`config.mk`:
```
export PLATFORM = sky130hd
export DESIGN_NAME = turbo_rsc_encoder_flat
export DESIGN_NICKNAME = d
export VERILOG_FILES = /design/src/rtl/turbo_enc_pkg.sv /design/src/rtl/turbo_rsc_encoder_if.sv /design/src/rtl/rsc_trellis_step.sv /design/src/rtl/turbo_rsc_encoder.sv /design/src/flat_wrapper.sv
export SDC_FILE = /design/constraint.sdc
export NUM_CORES = 1
export LEC_CHECK = 0
export ABC_CLOCK_PERIOD_IN_PS = 4630
export BUFFER_PORTS_ARGS = -buffer_cell sky130_fd_sc_hd__clkbuf_2
export CAP_MARGIN = 20
export CORE_MARGIN = 2
export CORE_UTILIZATION = 50
export CTS_CLUSTER_DIAMETER = 200
export DETAILED_ROUTE_END_ITERATION = 10
export PLACE_DENSITY = 0.71
export SLEW_MARGIN = 40
export SYNTH_ARGS = -nofsm -noshare
export SYNTH_HDL_FRONTEND = slang
export SYNTH_SLANG_ARGS = --single-unit
```
`constraint.sdc`:
```
create_clock -name clk -period 4.63 [get_ports clk]
set_input_delay 0.2315 -clock clk [delete_from_list [all_inputs] [get_ports clk]]
set_output_delay 0.2315 -clock clk [all_outputs]
set_load 0.005 [all_outputs]
```
`src/rtl/turbo_enc_pkg.sv`:
```
`default_nettype none
// +------------------------------------------------------------------------+
// | turbo_enc_pkg                                                          |
// | Shared constants, generator taps and FSM encoding for the LTE RSC enc. |
// | Rev 1.0 - initial release                                              |
// +------------------------------------------------------------------------+
package turbo_enc_pkg;

  localparam int KLEN_W   = 13;
  localparam int K_MIN    = 40;
  localparam int K_MAX    = 6144;
  localparam int TAIL_LEN = 3;

  // Tap masks: bit 3 is the current input, bits 2..0 weight D, D^2, D^3.
  localparam logic [3:0] G0 = 4'b1011;
  localparam logic [3:0] G1 = 4'b1101;

  typedef enum logic [1:0] {
    IDLE = 2'd0,
    DATA = 2'd1,
    TAIL = 2'd2
  } enc_state_e;

endpackage
`default_nettype wire

```
`src/rtl/turbo_rsc_encoder_if.sv`:
```
`default_nettype none
// +------------------------------------------------------------------------+
// | turbo_rsc_encoder_if                                                   |
// | Control, input-stream and output-pair signals of the RSC encoder.      |
// | Rev 1.0 - initial release                                              |
// +------------------------------------------------------------------------+
interface turbo_rsc_encoder_if #(
  parameter int KLEN_W = turbo_enc_pkg::KLEN_W
);
  logic              start;
  logic [KLEN_W-1:0] blk_len;
  logic              in_valid;
  logic              in_ready;
  logic              in_bit;
  logic              out_valid;
  logic              out_ready;
  logic              out_sys;
  logic              out_par;
  logic              out_tail;
  logic              out_last;
  logic              busy;
  logic              len_err;

  modport slave (
    input  start, blk_len, in_valid, in_bit, out_ready,
    output in_ready, out_valid, out_sys, out_par, out_tail, out_last, busy, len_err
  );

  modport master (
    output start, blk_len, in_valid, in_bit, out_ready,
    input  in_ready, out_valid, out_sys, out_par, out_tail, out_last, busy, len_err
  );
endinterface
`default_nettype wire

```
`src/rtl/rsc_trellis_step.sv`:
```
`default_nettype none
// +------------------------------------------------------------------------+
// | rsc_trellis_step                                                       |
// | One combinational step of the 8-state RSC trellis (data or tail mode). |
// | Rev 1.0 - initial release                                              |
// +------------------------------------------------------------------------+
module rsc_trellis_step
  import turbo_enc_pkg::*;
(
  input  logic i_d1,
  input  logic i_d2,
  input  logic i_d3,
  input  logic i_bit,
  input  logic i_tail_mode,
  output logic o_d1,
  output logic o_d2,
  output logic o_d3,
  output logic o_sys,
  output logic o_par
);

  logic [2:0] w_reg;
  logic       w_fb;
  logic       w_a;

  assign w_reg = {i_d1, i_d2, i_d3};
  assign w_fb  = ^(G0[2:0] & w_reg);

  // Tail mode feeds back the register so the recursion input becomes zero.
  assign w_a   = i_tail_mode ? 1'b0 : (i_bit ^ w_fb);
  assign o_sys = i_tail_mode ? w_fb : i_bit;
  assign o_par = w_a ^ (^(G1[2:0] & w_reg));

  assign o_d1 = w_a;
  assign o_d2 = i_d1;
  assign o_d3 = i_d2;

endmodule
`default_nettype wire

```
`src/rtl/turbo_rsc_encoder.sv`:
```
`default_nettype none
// +------------------------------------------------------------------------+
// | turbo_rsc_encoder                                                      |
// | Serial LTE RSC constituent encoder; TURBO_ENC_TAIL_EN adds 3-beat tail.|
// | Rev 1.0 - initial release                                              |
// +------------------------------------------------------------------------+
module turbo_rsc_encoder #(
  parameter int KLEN_W = turbo_enc_pkg::KLEN_W,
  parameter int K_MIN  = turbo_enc_pkg::K_MIN,
  parameter int K_MAX  = turbo_enc_pkg::K_MAX
) (
  input  logic               clk,
  input  logic               rst_n,
  turbo_rsc_encoder_if.slave bus
);
  import turbo_enc_pkg::*;

  localparam logic [KLEN_W-1:0] c_k_min = KLEN_W'(K_MIN);
  localparam logic [KLEN_W-1:0] c_k_max = KLEN_W'(K_MAX);

  enc_state_e        r_state;
  enc_state_e        w_state_nxt;
  logic [2:0]        r_d;
  logic [KLEN_W-1:0] r_k;
  logic [KLEN_W-1:0] r_cnt;
  logic              r_out_valid;
  logic              r_out_sys;
  logic              r_out_par;
  logic              r_out_last;
  logic              r_len_err;

  logic w_slot_free, w_len_ok, w_start_ok, w_start_bad;
  logic w_accept, w_last_data, w_step, w_tail_mode;
  logic w_in_ready, w_busy;
  logic w_d1, w_d2, w_d3, w_sys, w_par;

  assign w_slot_free = !r_out_valid || bus.out_ready;
  assign w_len_ok    = (bus.blk_len >= c_k_min) && (bus.blk_len <= c_k_max);
  assign w_start_ok  = (r_state == IDLE) && bus.start && w_len_ok;
  assign w_start_bad = (r_state == IDLE) && bus.start && !w_len_ok;
  assign w_accept    = (r_state == DATA) && w_slot_free && bus.in_valid;
  assign w_last_data = (r_cnt == (r_k - KLEN_W'(1)));

`ifdef TURBO_ENC_TAIL_EN
  logic [1:0] r_tcnt;
  logic       r_out_tail;
  logic       w_tail_fire;
  logic       w_last_tail;

  assign w_tail_fire = (r_state == TAIL) && w_slot_free;
  assign w_last_tail = (r_tcnt == 2'(TAIL_LEN - 1));
  assign w_tail_mode = (r_state == TAIL);
  assign w_step      = w_accept || w_tail_fire;
  assign bus.out_tail = r_out_tail;
`else
  assign w_tail_mode  = 1'b0;
  assign w_step       = w_accept;
  assign bus.out_tail = 1'b0;
`endif

  rsc_trellis_step u_step (
    .i_d1        (r_d[2]),
    .i_d2        (r_d[1]),
    .i_d3        (r_d[0]),
    .i_bit       (bus.in_bit),
    .i_tail_mode (w_tail_mode),
    .o_d1        (w_d1),
    .o_d2        (w_d2),
    .o_d3        (w_d3),
    .o_sys       (w_sys),
    .o_par       (w_par)
  );

  always_ff @(posedge clk) begin
    if (!rst_n) r_state <= IDLE;
    else        r_state <= w_state_nxt;
  end

  always_comb begin
    w_state_nxt = r_state;
    w_in_ready  = 1'b0;
    w_busy      = (r_state != IDLE);
    case (r_state)
      IDLE: if (w_start_ok) w_state_nxt = DATA;
      DATA: begin
        w_in_ready = w_slot_free;
`ifdef TURBO_ENC_TAIL_EN
        if (w_accept && w_last_data) w_state_nxt = TAIL;
`else
        if (w_accept && w_last_data) w_state_nxt = IDLE;
`endif
      end
`ifdef TURBO_ENC_TAIL_EN
      TAIL: if (w_tail_fire && w_last_tail) w_state_nxt = IDLE;
`endif
      default: w_state_nxt = IDLE;
    endcase
  end

  always_ff @(posedge clk) begin
    if (!rst_n) begin
      r_d         <= 3'b000;
      r_k         <= '0;
      r_cnt       <= '0;
      r_out_valid <= 1'b0;
      r_out_sys   <= 1'b0;
      r_out_par   <= 1'b0;
      r_out_last  <= 1'b0;
      r_len_err   <= 1'b0;
`ifdef TURBO_ENC_TAIL_EN
      r_tcnt      <= 2'd0;
      r_out_tail  <= 1'b0;
`endif
    end else begin
      r_len_err <= w_start_bad;
      if (w_start_ok) begin
        r_k   <= bus.blk_len;
        r_cnt <= '0;
        r_d   <= 3'b000;
`ifdef TURBO_ENC_TAIL_EN
        r_tcnt <= 2'd0;
`endif
      end
      if (w_accept) r_cnt <= r_cnt + KLEN_W'(1);
      // Loading a new pair takes precedence over draining the old one.
      if (w_step) begin
        r_d         <= {w_d1, w_d2, w_d3};
        r_out_valid <= 1'b1;
        r_out_sys   <= w_sys;
        r_out_par   <= w_par;
`ifdef TURBO_ENC_TAIL_EN
        r_out_tail  <= w_tail_mode;
        r_out_last  <= w_tail_fire && w_last_tail;
        if (w_tail_fire) r_tcnt <= r_tcnt + 2'd1;
`else
        r_out_last  <= w_last_data;
`endif
      end else if (bus.out_ready) begin
        r_out_valid <= 1'b0;
      end
    end
  end

  assign bus.in_ready  = w_in_ready;
  assign bus.busy      = w_busy;
  assign bus.out_valid = r_out_valid;
  assign bus.out_sys   = r_out_sys;
  assign bus.out_par   = r_out_par;
  assign bus.out_last  = r_out_last;
  assign bus.len_err   = r_len_err;

endmodule
`default_nettype wire

```
`src/flat_wrapper.sv`:
```
// flat-port wrapper written by rule: the top's interface ports become plain ports
module turbo_rsc_encoder_flat import turbo_enc_pkg::*;
#(
  parameter int KLEN_W = turbo_enc_pkg::KLEN_W,
  parameter int K_MIN  = turbo_enc_pkg::K_MIN,
  parameter int K_MAX  = turbo_enc_pkg::K_MAX
)
  (clk, rst_n, bus_start, bus_blk_len, bus_in_valid, bus_in_bit, bus_out_ready, bus_in_ready, bus_out_valid, bus_out_sys, bus_out_par, bus_out_tail, bus_out_last, bus_busy, bus_len_err);
  turbo_rsc_encoder_if #(.KLEN_W(KLEN_W)) bus_i ();
  input  logic clk;
  input  logic rst_n;
  input wire logic [$bits(bus_i.start)-1:0] bus_start;
  input wire logic [$bits(bus_i.blk_len)-1:0] bus_blk_len;
  input wire logic [$bits(bus_i.in_valid)-1:0] bus_in_valid;
  input wire logic [$bits(bus_i.in_bit)-1:0] bus_in_bit;
  input wire logic [$bits(bus_i.out_ready)-1:0] bus_out_ready;
  output wire logic [$bits(bus_i.in_ready)-1:0] bus_in_ready;
  output wire logic [$bits(bus_i.out_valid)-1:0] bus_out_valid;
  output wire logic [$bits(bus_i.out_sys)-1:0] bus_out_sys;
  output wire logic [$bits(bus_i.out_par)-1:0] bus_out_par;
  output wire logic [$bits(bus_i.out_tail)-1:0] bus_out_tail;
  output wire logic [$bits(bus_i.out_last)-1:0] bus_out_last;
  output wire logic [$bits(bus_i.busy)-1:0] bus_busy;
  output wire logic [$bits(bus_i.len_err)-1:0] bus_len_err;
  assign bus_i.start = bus_start;
  assign bus_i.blk_len = bus_blk_len;
  assign bus_i.in_valid = bus_in_valid;
  assign bus_i.in_bit = bus_in_bit;
  assign bus_i.out_ready = bus_out_ready;
  assign bus_in_ready = bus_i.in_ready;
  assign bus_out_valid = bus_i.out_valid;
  assign bus_out_sys = bus_i.out_sys;
  assign bus_out_par = bus_i.out_par;
  assign bus_out_tail = bus_i.out_tail;
  assign bus_out_last = bus_i.out_last;
  assign bus_busy = bus_i.busy;
  assign bus_len_err = bus_i.len_err;
  turbo_rsc_encoder #(.KLEN_W(KLEN_W), .K_MIN(K_MIN), .K_MAX(K_MAX)) u_core (.clk(clk), .rst_n(rst_n), .bus(bus_i));
endmodule
```
* After elaboration in Yosys (flattened, before gate mapping)
Cells that the tools add are included.
** Word-level totals
- Output and inout port bits :: 8
- Bits in read-only memories :: 0
- Word-level logic and storage cells :: 46
- Input bits :: 19
- Memories :: 0
- Memory bits (writable) :: 0
- Bits in registers :: 36
- Latch bits :: 0
** Operators by class
- Magnitude comparators :: 2
- Muxes and demuxes :: 10
- Bitwise operators :: 2
- Equality and inequality tests :: 4
- Div/mod/pow operators :: 0
- Reduce and logical (&&, ||, !) cells :: 17
- Multiply operators :: 0
- Shifts and indexed selects :: 0
- $add $sub $neg :: 2
** Operators by type and width (count)
- 13-bit 2-to-1 mux :: 2
- 13-bit by 1-bit adder with 13-bit output, second input constant :: 1
- 13-bit == test :: 1
- 13-bit by 6-bit >= comparator with 1-bit output, second input constant :: 1
- 13-bit <= comparator, second input constant :: 1
- 13-bit by 1-bit subtractor with 13-bit output, second input constant :: 1
- 1-bit logical AND :: 7
- 3-bit 2-to-1 mux :: 2
- 2-bit nonzero test :: 3
- 3-bit XOR reduction :: 2
- 2-bit 2-to-1 mux :: 2
- 2-bit one-hot mux with 2 select lines :: 1
- 1-bit 2-to-1 mux :: 3
- 2-bit by 1-bit == test with 1-bit output, second input constant :: 1
- 1-bit zero test :: 2
- 2-bit zero test :: 1
- 2-bit by 1-bit inequality test with 1-bit output, second input constant :: 1
- 2-bit inequality test, second input constant :: 1
- 2-bit AND reduction :: 1
- 1-bit XOR :: 2
- 1-bit logical OR :: 1

* Depth between registers and ports, before layout
- Word-level depth :: 7
- Depth in mapped cells :: 8
- Mapped depth without buffers :: 8

* Modules after synthesis
From an unflattened synthesis, not the netlist that was laid out.
** Unflattened totals
- Cell total of the unflattened synthesis :: 246
- Area total of the unflattened synthesis :: 2034.5 um^2
** By module, submodules not included
- turbo_rsc_encoder :: seq. area each 700.7 um^2, cells each 234, instances 1, area an instance 1956.9 um^2
- rsc_trellis_step :: seq. area each 0.0 um^2, cells each 12, instances 1, area an instance 77.6 um^2

* Least setup slack after synthesis
No wires, ideal clock.
- Kind :: register to register
- Start point :: register u_core.r_k[0]
- End point :: register u_core.r_out_last, in the netlist u_core.bus.out_last
- Period minus slack after synthesis :: 1929 ps
- Setup time :: 59 ps
- Data arrival time :: 1870 ps
- Data required time :: 4571 ps
- Cell stages (with the launch flop) :: 9
- Path slack :: 2701 ps
- Path buffers :: 0
- Path through :: dfxtp_1 inv_1 ha_1 or3b_1 nor3_1 xnor2_1 nand3_1 a2111oi_2 a31o_1
** Between the ends
- Cells in the longest elaborated chain, start to end :: 2
** Ends and longest elaborated chain
- from (decl) :: RTL line turbo_rsc_encoder.sv:24 : logic [KLEN_W-1:0] r_k;
- from (signal assigned) :: RTL line turbo_rsc_encoder.sv:117 : r_k <= bus.blk_len;
- 13-bit by 1-bit subtractor with 13-bit output :: RTL line turbo_rsc_encoder.sv:42 : assign w_last_data = (r_cnt == (r_k - KLEN_W'(1)));
- 13-bit == test :: RTL line turbo_rsc_encoder.sv:42
- to (signal assigned) :: RTL line turbo_rsc_encoder.sv:136 : r_out_last <= w_last_data;
- to (decl) :: RTL line turbo_rsc_encoder.sv:29 : logic r_out_last;
No other way between the ends.
A chain may end at the register's enable or synchronous reset.

* Worst setup path after layout
Ends and elaborated chain as after synthesis.

==> flow_metrics.env <==
export IMPL_cp_end_kind="flip-flop"
export IMPL_core_region_area_sq_mm=0.003943
export IMPL_final_nets=290
export IMPL_start_util_pct=51.57
export IMPL_clock_skew_ns=0.005798
export IMPL_synth_area_leader_cell="dfxtp_1"
export IMPL_antenna_left=0
export IMPL_slew_viol_final=0
export IMPL_synthFlopType="dfxtp_1"
export IMPL_crit_type="reg -> reg"
export IMPL_viasPerCell=5.599
export IMPL_cts_root_buf="clkbuf_8"
export IMPL_rows=23
export IMPL_peakVddDrop_mv=0.2197
export IMPL_dp_cells=312
export IMPL_drcViolationCount=0
export IMPL_gp_congestion=0.8280
export IMPL_cp_arrival_ns=2.41
export IMPL_p_leak_uw=0.0009090
export IMPL_hold_class="in -> reg"
export IMPL_finalSetupViolations=0
export IMPL_grt_pass1_vias=1514
export IMPL_grt_use_total_pct=21.15
export IMPL_vias=1786
export IMPL_die_w_um=67.77
export IMPL_fin_crit_sh_pct=46.93
export IMPL_status="finished clean"
export IMPL_postCtsHoldBufs=0
export IMPL_fill_cells=389
export IMPL_required_ns=4.86
export IMPL_cts_tree="yes"
export IMPL_grt_pass1_wl_mm=7.238
export IMPL_synth_area_top_cells="dfxtp_1 (34%), nand2_1 (8.1%), xor2_1 (5.2%)"
export IMPL_start_kind="flip-flop"
export IMPL_synth_top_area_share_pct=34.46
export IMPL_cts_made_buffers=5
export IMPL_drv_cap=0
export IMPL_ys_ff_latch=35
export IMPL_cp_max_fo=6
export IMPL_final_hold_viol_count=0
export IMPL_finalCriticalPeriod_ns=2.173
export IMPL_hpwl_mm=3.104
export IMPL_synth_edff_count=0
export IMPL_antenna_found_initial=0
export IMPL_rsz0062_at_grt="false"
export IMPL_drt_pass1_iterations=4
export IMPL_clk_latency_ns=0.29
export IMPL_numPortBuffers=25
export IMPL_drive_gt1_share_pct=15.61
export IMPL_instances_no_fill=319
export IMPL_synth_seq_area_share_pct=34.46
export IMPL_die_area_sq_mm=0.004593
export IMPL_die_y_um=67.77
export IMPL_tightest_slew_ns=0.7612
export IMPL_drt_wirelength_per_cell_um=13.61
export IMPL_grt_max_degree=37
export IMPL_ys_warn_count=0
export IMPL_area_delta_synth_final_pct=10.22
export IMPL_syn_nets=273
export IMPL_cts_resized=0
export IMPL_drtIter0Drc=145
export IMPL_post_cts_buffers=0
export IMPL_clock_sinks=35
export IMPL_fmax_mhz=460.2
export IMPL_synth_cell_types=48
export IMPL_htree_num_levels=2
export IMPL_tns_ns=0
export IMPL_antenna_cells=0
export IMPL_syn_avg_cell_area_sq_um=8.068
export IMPL_clk_pin_slew_ns=0.07
export IMPL_slew_headroom_pct=49.11
export IMPL_power_density_mw_per_mm2=294.8
export IMPL_grt_overflow=0
export IMPL_async_reset_ff_share_pct=0
export IMPL_pin_count=27
export IMPL_finalWirelength_mm=4.343
export IMPL_cts_buffer_depth=2
export IMPL_syn_inst=252
export IMPL_syn_area_sq_mm=0.002033
-- layer usage --
layer / global-route usage (%) / share of wire, % / vias up
met5: 0 / 0 / -
met4: 6.750 / 1.4 / 0
met3: 5.000 / 3.8 / 6
met2: 31.37 / 45 / 33
met1: 30.13 / 49 / 832
li1: - / - / 915
-- layout by cell type, fill, tap and decap left out, types with 10 or more instances in the layout --
master,Yosys,final
xor2_1,12,12
nor2_1,19,19
xnor2_1,11,11
a21boi_0,11,11
nand3_1,13,13
nand2_1,44,44
a21boi_1,10,10
clkbuf_2,0,25
dfxtp_1,35,35
o21ai_0,10,10
-- through the flow --
| step | hold WS [ns] | utilization [%] | setup WS (ns) | instance area, sq um | total power (uW) |
|---|---|---|---|---|---|
| 2_1_floorplan | 0.3663 | - | 2.701 | 2033 | 415.2 |
| 3_3_place_gp | 0.4543 | 54.59 | 2.407 | 2152 | 444.3 |
| 3_5_place_dp | 0.4590 | 54.59 | 2.311 | 2152 | 445.8 |
| 4_1_cts | 0.1927 | 56.81 | 2.461 | 2240 | 666.6 |
| 5_1_grt | 0.1951 | 56.84 | 2.255 | 2241 | 696.6 |
| 6_report | 0.2006 | 56.84 | 2.457 | 2241 | 660.6 |
-- final cells by class --
cell class,count,area [sq um],share of cell area [%]
multi-input combinational,198,1250,55.78
sequential,35,700.7,31.27
timing repair buffer,25,125.1,5.583
clock buffer,6,82.58,3.685
tap,50,62.56,2.792
inverter,4,15.01,0.6700
clock inverter,1,5.005,0.2233
-- path summary, 6_finish.rpt --
kind                              startpoint                          endpoint  slack [ns]  depth (start not counted)
min reg2reg  u_core.bus.out_sys$_SDFFE_PN0P_   u_core.bus.out_sys$_SDFFE_PN0P_        0.47                          2
min                               bus_in_bit   u_core.bus.out_sys$_SDFFE_PN0P_        0.20                          3
max reg2reg       u_core.r_k[0]$_SDFFE_PN0P_  u_core.bus.out_last$_SDFFE_PN0P_        2.46                          8
max               u_core.r_k[0]$_SDFFE_PN0P_  u_core.bus.out_last$_SDFFE_PN0P_        2.46                          8
-- cells in the mapped netlist (all sizes together), types with 2 or more instances --
cell type	n
nand2	44
dfxtp	35
a21boi	21
nor2	20
nand3	13
o21ai	12
xor2	12
xnor2	11
clkbuf	9
a31oi	8
and3	7
buf	6
a21oi	5
nor3	5
nor4	5
inv	4
nand4	4
nand2b	3
nor3b	3
a311oi	2
and2	2
ha	2
nor2b	2
-- worst max-delay path: stages, from the launching register on --
cell,delay [ns]
dfxtp_1,0.37
inv_1,0.08
ha_1,0.25
or3b_1,0.45
nor3_1,0.21
xnor2_1,0.15
nand3_1,0.13
a2111oi_2,0.29
a31o_1,0.19
-- where the power goes --
part / internal, uW / total, uW / switching (uW) / leakage [uW]
Clock: 117 / 221 / 104 / 0.0000470
Sequential: 311 / 324 / 13.5 / 0.000284
Combinational: 50.4 / 115 / 64.9 / 0.000578
-- cell families (layout without fill, tap and decap cells) --
family                   count (synthesis)  after routing  share of synthesized area (%)
AND/OR/NAND/NOR                        114            114                          29.35
AO/OA/AOI/OAI                           57             57                          20.25
flip-flops                              35             35                          34.46
XOR/XNOR                                23             23                          9.908
buffers and inverters                   19             36                          4.123
adder cells (fa/ha/maj)                  2              2                          1.231
other                                    1              1                         0.1844
multiplexers                             1              1                         0.4923
-- sequential cells by signal, summed over array words and instances, names as in the netlist --
name                  flops
u_core.r_cnt             13
u_core.r_k               13
u_core.r_d                3
u_core.bus.len_err        1
u_core.bus.out_last       1
u_core.bus.out_par        1
u_core.bus.out_sys        1
u_core.bus.out_valid      1
u_core.r_state            1
(Power assumes the default switching activity.)
